### config.mk
export PLATFORM = sky130hd
export DESIGN_NAME = rgb_led_pwm
export DESIGN_NICKNAME = d
export VERILOG_FILES = /design/src/rtl/rgb_led_pwm.sv
export SDC_FILE = /design/constraint.sdc
export NUM_CORES = 1
export LEC_CHECK = 0
export ABC_AREA = 1
export CAP_MARGIN = 40
export CORE_MARGIN = 4
export CORE_UTILIZATION = 31
export CTS_BUF_LIST = sky130_fd_sc_hd__clkbuf_8
export DETAILED_ROUTE_END_ITERATION = 16
export DONT_BUFFER_PORTS = 1
export GPL_TIMING_DRIVEN = 0
export MAX_ROUTING_LAYER = met4
export SETUP_SLACK_MARGIN = 0.2
export SLEW_MARGIN = 10
export SYNTH_ARGS = -nofsm -noshare
export SYNTH_HDL_FRONTEND = slang
export SYNTH_SLANG_ARGS = --single-unit
### constraint.sdc
create_clock -name clk -period 2.8 [get_ports clk]
set_clock_uncertainty 0.15 [all_clocks]
set_input_delay 0.56 -clock clk [delete_from_list [all_inputs] [get_ports clk]]
set_output_delay 0.56 -clock clk [all_outputs]
set_load 0.01 [all_outputs]
### src/rtl/rgb_led_pwm.sv
// Purpose : RGB LED PWM driver with a double-buffered duty and colour, and an optional blink gate.
// Latency : a load or colour change reaches the LEDs at pwm_cnt=0 after the next counter wrap.
// Backpressure: none; load is a one-cycle strobe and is always accepted.
// Ports   : clk, rst (async, active-high); red/green/blue colour request; brightness + load duty capture;
//           blink_en blink gating level; led_r/led_g/led_b PWM drives; period_tick high when pwm_cnt is at max.
module rgb_led_pwm #(
    parameter int PWM_BITS  = 8,
    parameter int BLINK_DIV = 25_000_000
) (
    input  logic                clk,
    input  logic                rst,
    input  logic                red,
    input  logic                green,
    input  logic                blue,
    input  logic [PWM_BITS-1:0] brightness,
    input  logic                load,
    input  logic                blink_en,
    output logic                led_r,
    output logic                led_g,
    output logic                led_b,
    output logic                period_tick
);

    localparam int BW = (BLINK_DIV > 2) ? $clog2(BLINK_DIV) : 1;
    localparam logic [BW-1:0]       BLINK_LAST = BW'(BLINK_DIV - 1);
    localparam logic [PWM_BITS-1:0] PWM_MAX    = '1;

    localparam logic [1:0] ST_IDLE = 2'd0;
    localparam logic [1:0] ST_ON   = 2'd1;
    localparam logic [1:0] ST_OFF  = 2'd2;

    logic [PWM_BITS-1:0] pwm_cnt;
    logic [PWM_BITS-1:0] duty_pend;
    logic [PWM_BITS-1:0] duty_q;
    logic [2:0]          col_q;
    logic [BW-1:0]       blink_cnt;
    logic [BW-1:0]       blink_nxt;
    logic [1:0]          state;
    logic [1:0]          state_nxt;
    logic                armed;
    logic                wrap;
    logic                lit;

    assign wrap = (pwm_cnt == PWM_MAX);

    // Free-running PWM counter; wraps naturally at its width.
    always_ff @(posedge clk or posedge rst) begin
        if (rst) begin
            pwm_cnt <= '0;
        end else begin
            pwm_cnt <= pwm_cnt + 1'b1;
        end
    end

    // duty_pend is the staging register; duty_q/col_q only move on the wrap edge so every
    // PWM period is built from one consistent duty and colour. A load in the wrap cycle
    // still lands in duty_pend while the previous pending value is promoted.
    always_ff @(posedge clk or posedge rst) begin
        if (rst) begin
            duty_pend <= '0;
            duty_q    <= '0;
            col_q     <= 3'b000;
            armed     <= 1'b0;
        end else begin
            if (load) begin
                duty_pend <= brightness;
                armed     <= 1'b1;
            end
            if (wrap) begin
                duty_q <= duty_pend;
                col_q  <= {red, green, blue};
            end
        end
    end

    // Blink FSM. armed must already be set when the wrap edge arrives, so a load in the
    // wrap cycle itself enables output one period later (its duty is not active yet anyway).
    always_comb begin
        state_nxt = state;
        blink_nxt = blink_cnt;
        case (state)
            ST_IDLE: begin
                blink_nxt = '0;
                if (wrap && armed) begin
                    state_nxt = ST_ON;
                end
            end
            ST_ON: begin
                if (blink_en) begin
                    if (blink_cnt == BLINK_LAST) begin
                        blink_nxt = '0;
                        state_nxt = ST_OFF;
                    end else begin
                        blink_nxt = blink_cnt + 1'b1;
                    end
                end else begin
                    blink_nxt = '0;
                end
            end
            ST_OFF: begin
                if (blink_en) begin
                    if (blink_cnt == BLINK_LAST) begin
                        blink_nxt = '0;
                        state_nxt = ST_ON;
                    end else begin
                        blink_nxt = blink_cnt + 1'b1;
                    end
                end else begin
                    // Blinking disabled while dark: return to lit immediately.
                    blink_nxt = '0;
                    state_nxt = ST_ON;
                end
            end
            default: begin
                blink_nxt = '0;
                state_nxt = ST_IDLE;
            end
        endcase
    end

    always_ff @(posedge clk or posedge rst) begin
        if (rst) begin
            state     <= ST_IDLE;
            blink_cnt <= '0;
        end else begin
            state     <= state_nxt;
            blink_cnt <= blink_nxt;
        end
    end

    // Outputs decode registers only. Strict less-than means duty 0 is always dark and
    // duty max leaves exactly one dark cycle per period.
    assign lit         = (state == ST_ON) && (pwm_cnt < duty_q);
    assign led_r       = lit & col_q[2];
    assign led_g       = lit & col_q[1];
    assign led_b       = lit & col_q[0];
    assign period_tick = wrap;

endmodule

==> impl_metrics.ini <==
[placed_design]
gp_congestion = 0.7847
portBuffers = 0
placed_cells = 459
dp_hpwl_um = 3851

[routing]
wirelength_um = 5085
drc = 0
drt_pass1_iterations = 4
vias_per_cell = 4.436
wire_per_inst_um = 10.82
drtAntennaViolNets = 0
via_count = 2085
drtIter0Drc = 77

[clock_tree]
cts_buffers = 5
clk_pin_slew_ns = 0.10
postCtsHoldBufs = 0
clockBufferDepth = 2
cts_sinks = 55
htreeDepth = 2
tritoncts = built
cts_root_buffer = clkbuf_8
clk_latency_ns = 0.31

[finish]
stdcell_count = 470
syn_to_final_growth_pct = 11.96
drive_above_1_share_pct = 10.77
finalNetCount = 390
antenna_cells = 0
final_cell_mix = nand2_1, nor2_1, dfrtp_1
final_common_cell = nand2_1

[floorplanning]
start_util_pct = 32.35
rows = 34
core_area_mm2 = 0.008891
floorplan.die.height_um = 104.3
io_pins = 19
dieWidth_um = 104.3
die-area_mm2 = 0.01088

[timing]
fin_crit_ns = 2.449
max_freq_mhz = 408.4
hold_viol_final = 0
fin_crit_sh_pct = 87.46
setup_viol = 0
tns_ns = 0
maxSlewHeadroom_pct = 63.98
slew_violations = 0
rsz0062_at_grt = false
worstMarginPinSlew_ns = 0.5395

[global_routing]
track_usage_pct = 10.41
overflow = 0
grt_max_degree = 31
grt_pass1_vias = 2166
antenna_found_initial = 0
grt_first_pass_wirelength_um = 9356

[critical_path]
cp-end-kind = primary output
cp-start-kind = register
cp.required_ns = 2.09
critical_path_arrival_ns = 1.74
critPathKind = register to primary output
crit_fanout = 3

[logic_synthesis]
synth.distinct_cells = 28
synthesis.area_mm2 = 0.002877
synthCells = 350
ys_ff_latch = 55
yosys_warnings = 0
syn_area_per_cell_um2 = 8.219
synth_fp_nets = 379
yosysSeqAreaShare_pct = 47.85

[pwr]
p_leak_nw = 1.418
vdd_ir_drop_max_uv = 261.2
power.density_mw_per_mm2 = 430.1
power.total_w = 0.001385

[run]
max_cap_violations = 0

[outcome]
status = complete, no violations

[worst_hold_path]
hold_class = input pin to asynchronous set/reset pin
[critical path: stages, from the launching register on]
cell      delay (ns)
dfrtp_1         0.42
ha_1            0.33
nand2_1         0.09
nor2_1          0.06
a211oi_2        0.16
nand3_2         0.20
nor2_4          0.18
[path summary, 6_finish.rpt]
path	from	endpoint	slack [ns]	cells after the start
worst max register to register	blink_cnt[0]$_DFF_PP0_	blink_cnt[20]$_DFF_PP0_	0.89	9
worst min register to register	blink_cnt[0]$_DFF_PP0_	blink_cnt[0]$_DFF_PP0_	0.31	1
worst min-delay path	rst	duty_pend[0]$_DFFE_PP0P_	0.02	1
min in group clk	load	duty_pend[2]$_DFFE_PP0P_	0.20	1
max in group asynchronous	rst	pwm_cnt[7]$_DFF_PP0_	1.93	2
worst max-delay path	pwm_cnt[7]$_DFF_PP0_	led_b	0.35	6
[Yosys cell counts]
cell type / number / share of area, %
buf_6: 1 / 0.39
a21o_1: 1 / 0.26
dfrtp_1: 55 / 48
inv_6: 1 / 0.30
nand4_1: 5 / 1.1
inv_2: 2 / 0.26
and2_4: 1 / 0.30
nor2_4: 4 / 1.6
clkbuf_1: 2 / 0.26
nand3_1: 14 / 2.4
ha_1: 14 / 6.1
nor2_1: 58 / 7.6
nand2_1: 83 / 11
or2_2: 1 / 0.22
nor3b_1: 1 / 0.26
a211oi_1: 1 / 0.26
a21oi_1: 4 / 0.70
nand2_2: 1 / 0.22
nor3_1: 3 / 0.52
o21ai_0: 20 / 3.5
o31ai_1: 1 / 0.26
xor2_1: 14 / 4.3
inv_1: 48 / 6.3
nor2_2: 4 / 0.87
nand3b_1: 1 / 0.26
nand3_2: 3 / 1.0
nor3_2: 1 / 0.35
xnor2_1: 6 / 1.8
[flip-flops by register name, indices dropped and copies added, names as in the netlist]
signal	cells
blink_cnt	25
duty_pend	8
duty_q	8
pwm_cnt	8
col_q	3
state	2
armed	1
[through the flow]
stage               hold WS [ns]  area [um^2]  util (%)  setup WS, ns
floorplan                 0.2797         2877         -        0.7471
global placement          0.2966         3012     33.87        0.1173
detailed placement        0.3033         3032     34.10        0.6096
CTS                      0.03399         3149     35.42        0.2565
global route             0.05178         3221     36.22        0.1955
finish                   0.01993         3221     36.22        0.3512
[kinds of logic (layout without fill, tap and decap cells)]
kind of cell    after synthesis  in the layout  share of synthesized area, %
fa+ha+maj                    14             14                         6.090
xor+xnor                     20             20                         6.090
simple gates                180            180                         27.53
compound gates               27             27                         4.959
buf+inv                      54             66                         7.482
flops                        55             55                         47.85
[metal layers]
layer	wire (um)	global-route usage, %	vias up
met3	177	2.110	7
met2	2466	17.94	32
met1	2389	12.35	950
met5	0	-	-
met4	51	2.849	0
li1	-	-	1096
[what timing repair did]
action | CTS | global route
resized for setup | 0 | 10
setup endpoints to repair | 0 | 3
setup buffers | 0 | 3
[power by group]
group          switching, W  internal, W
clock network      0.000257     0.000290
registers        0.00000229     0.000804
logic             0.0000244   0.00000803
total              0.000284      0.00110
[cell type report]
class	instances	area, um^2
buffer	3	18.77
clock buffer	6	82.58
clock inverter	2	35.03
fill	883	5670
inverter	51	196.4
multi-input combinational	241	1334
sequential	55	1376
tap	108	135.1
timing repair buffer	4	42.54
Power figures use the tool's default switching activity.
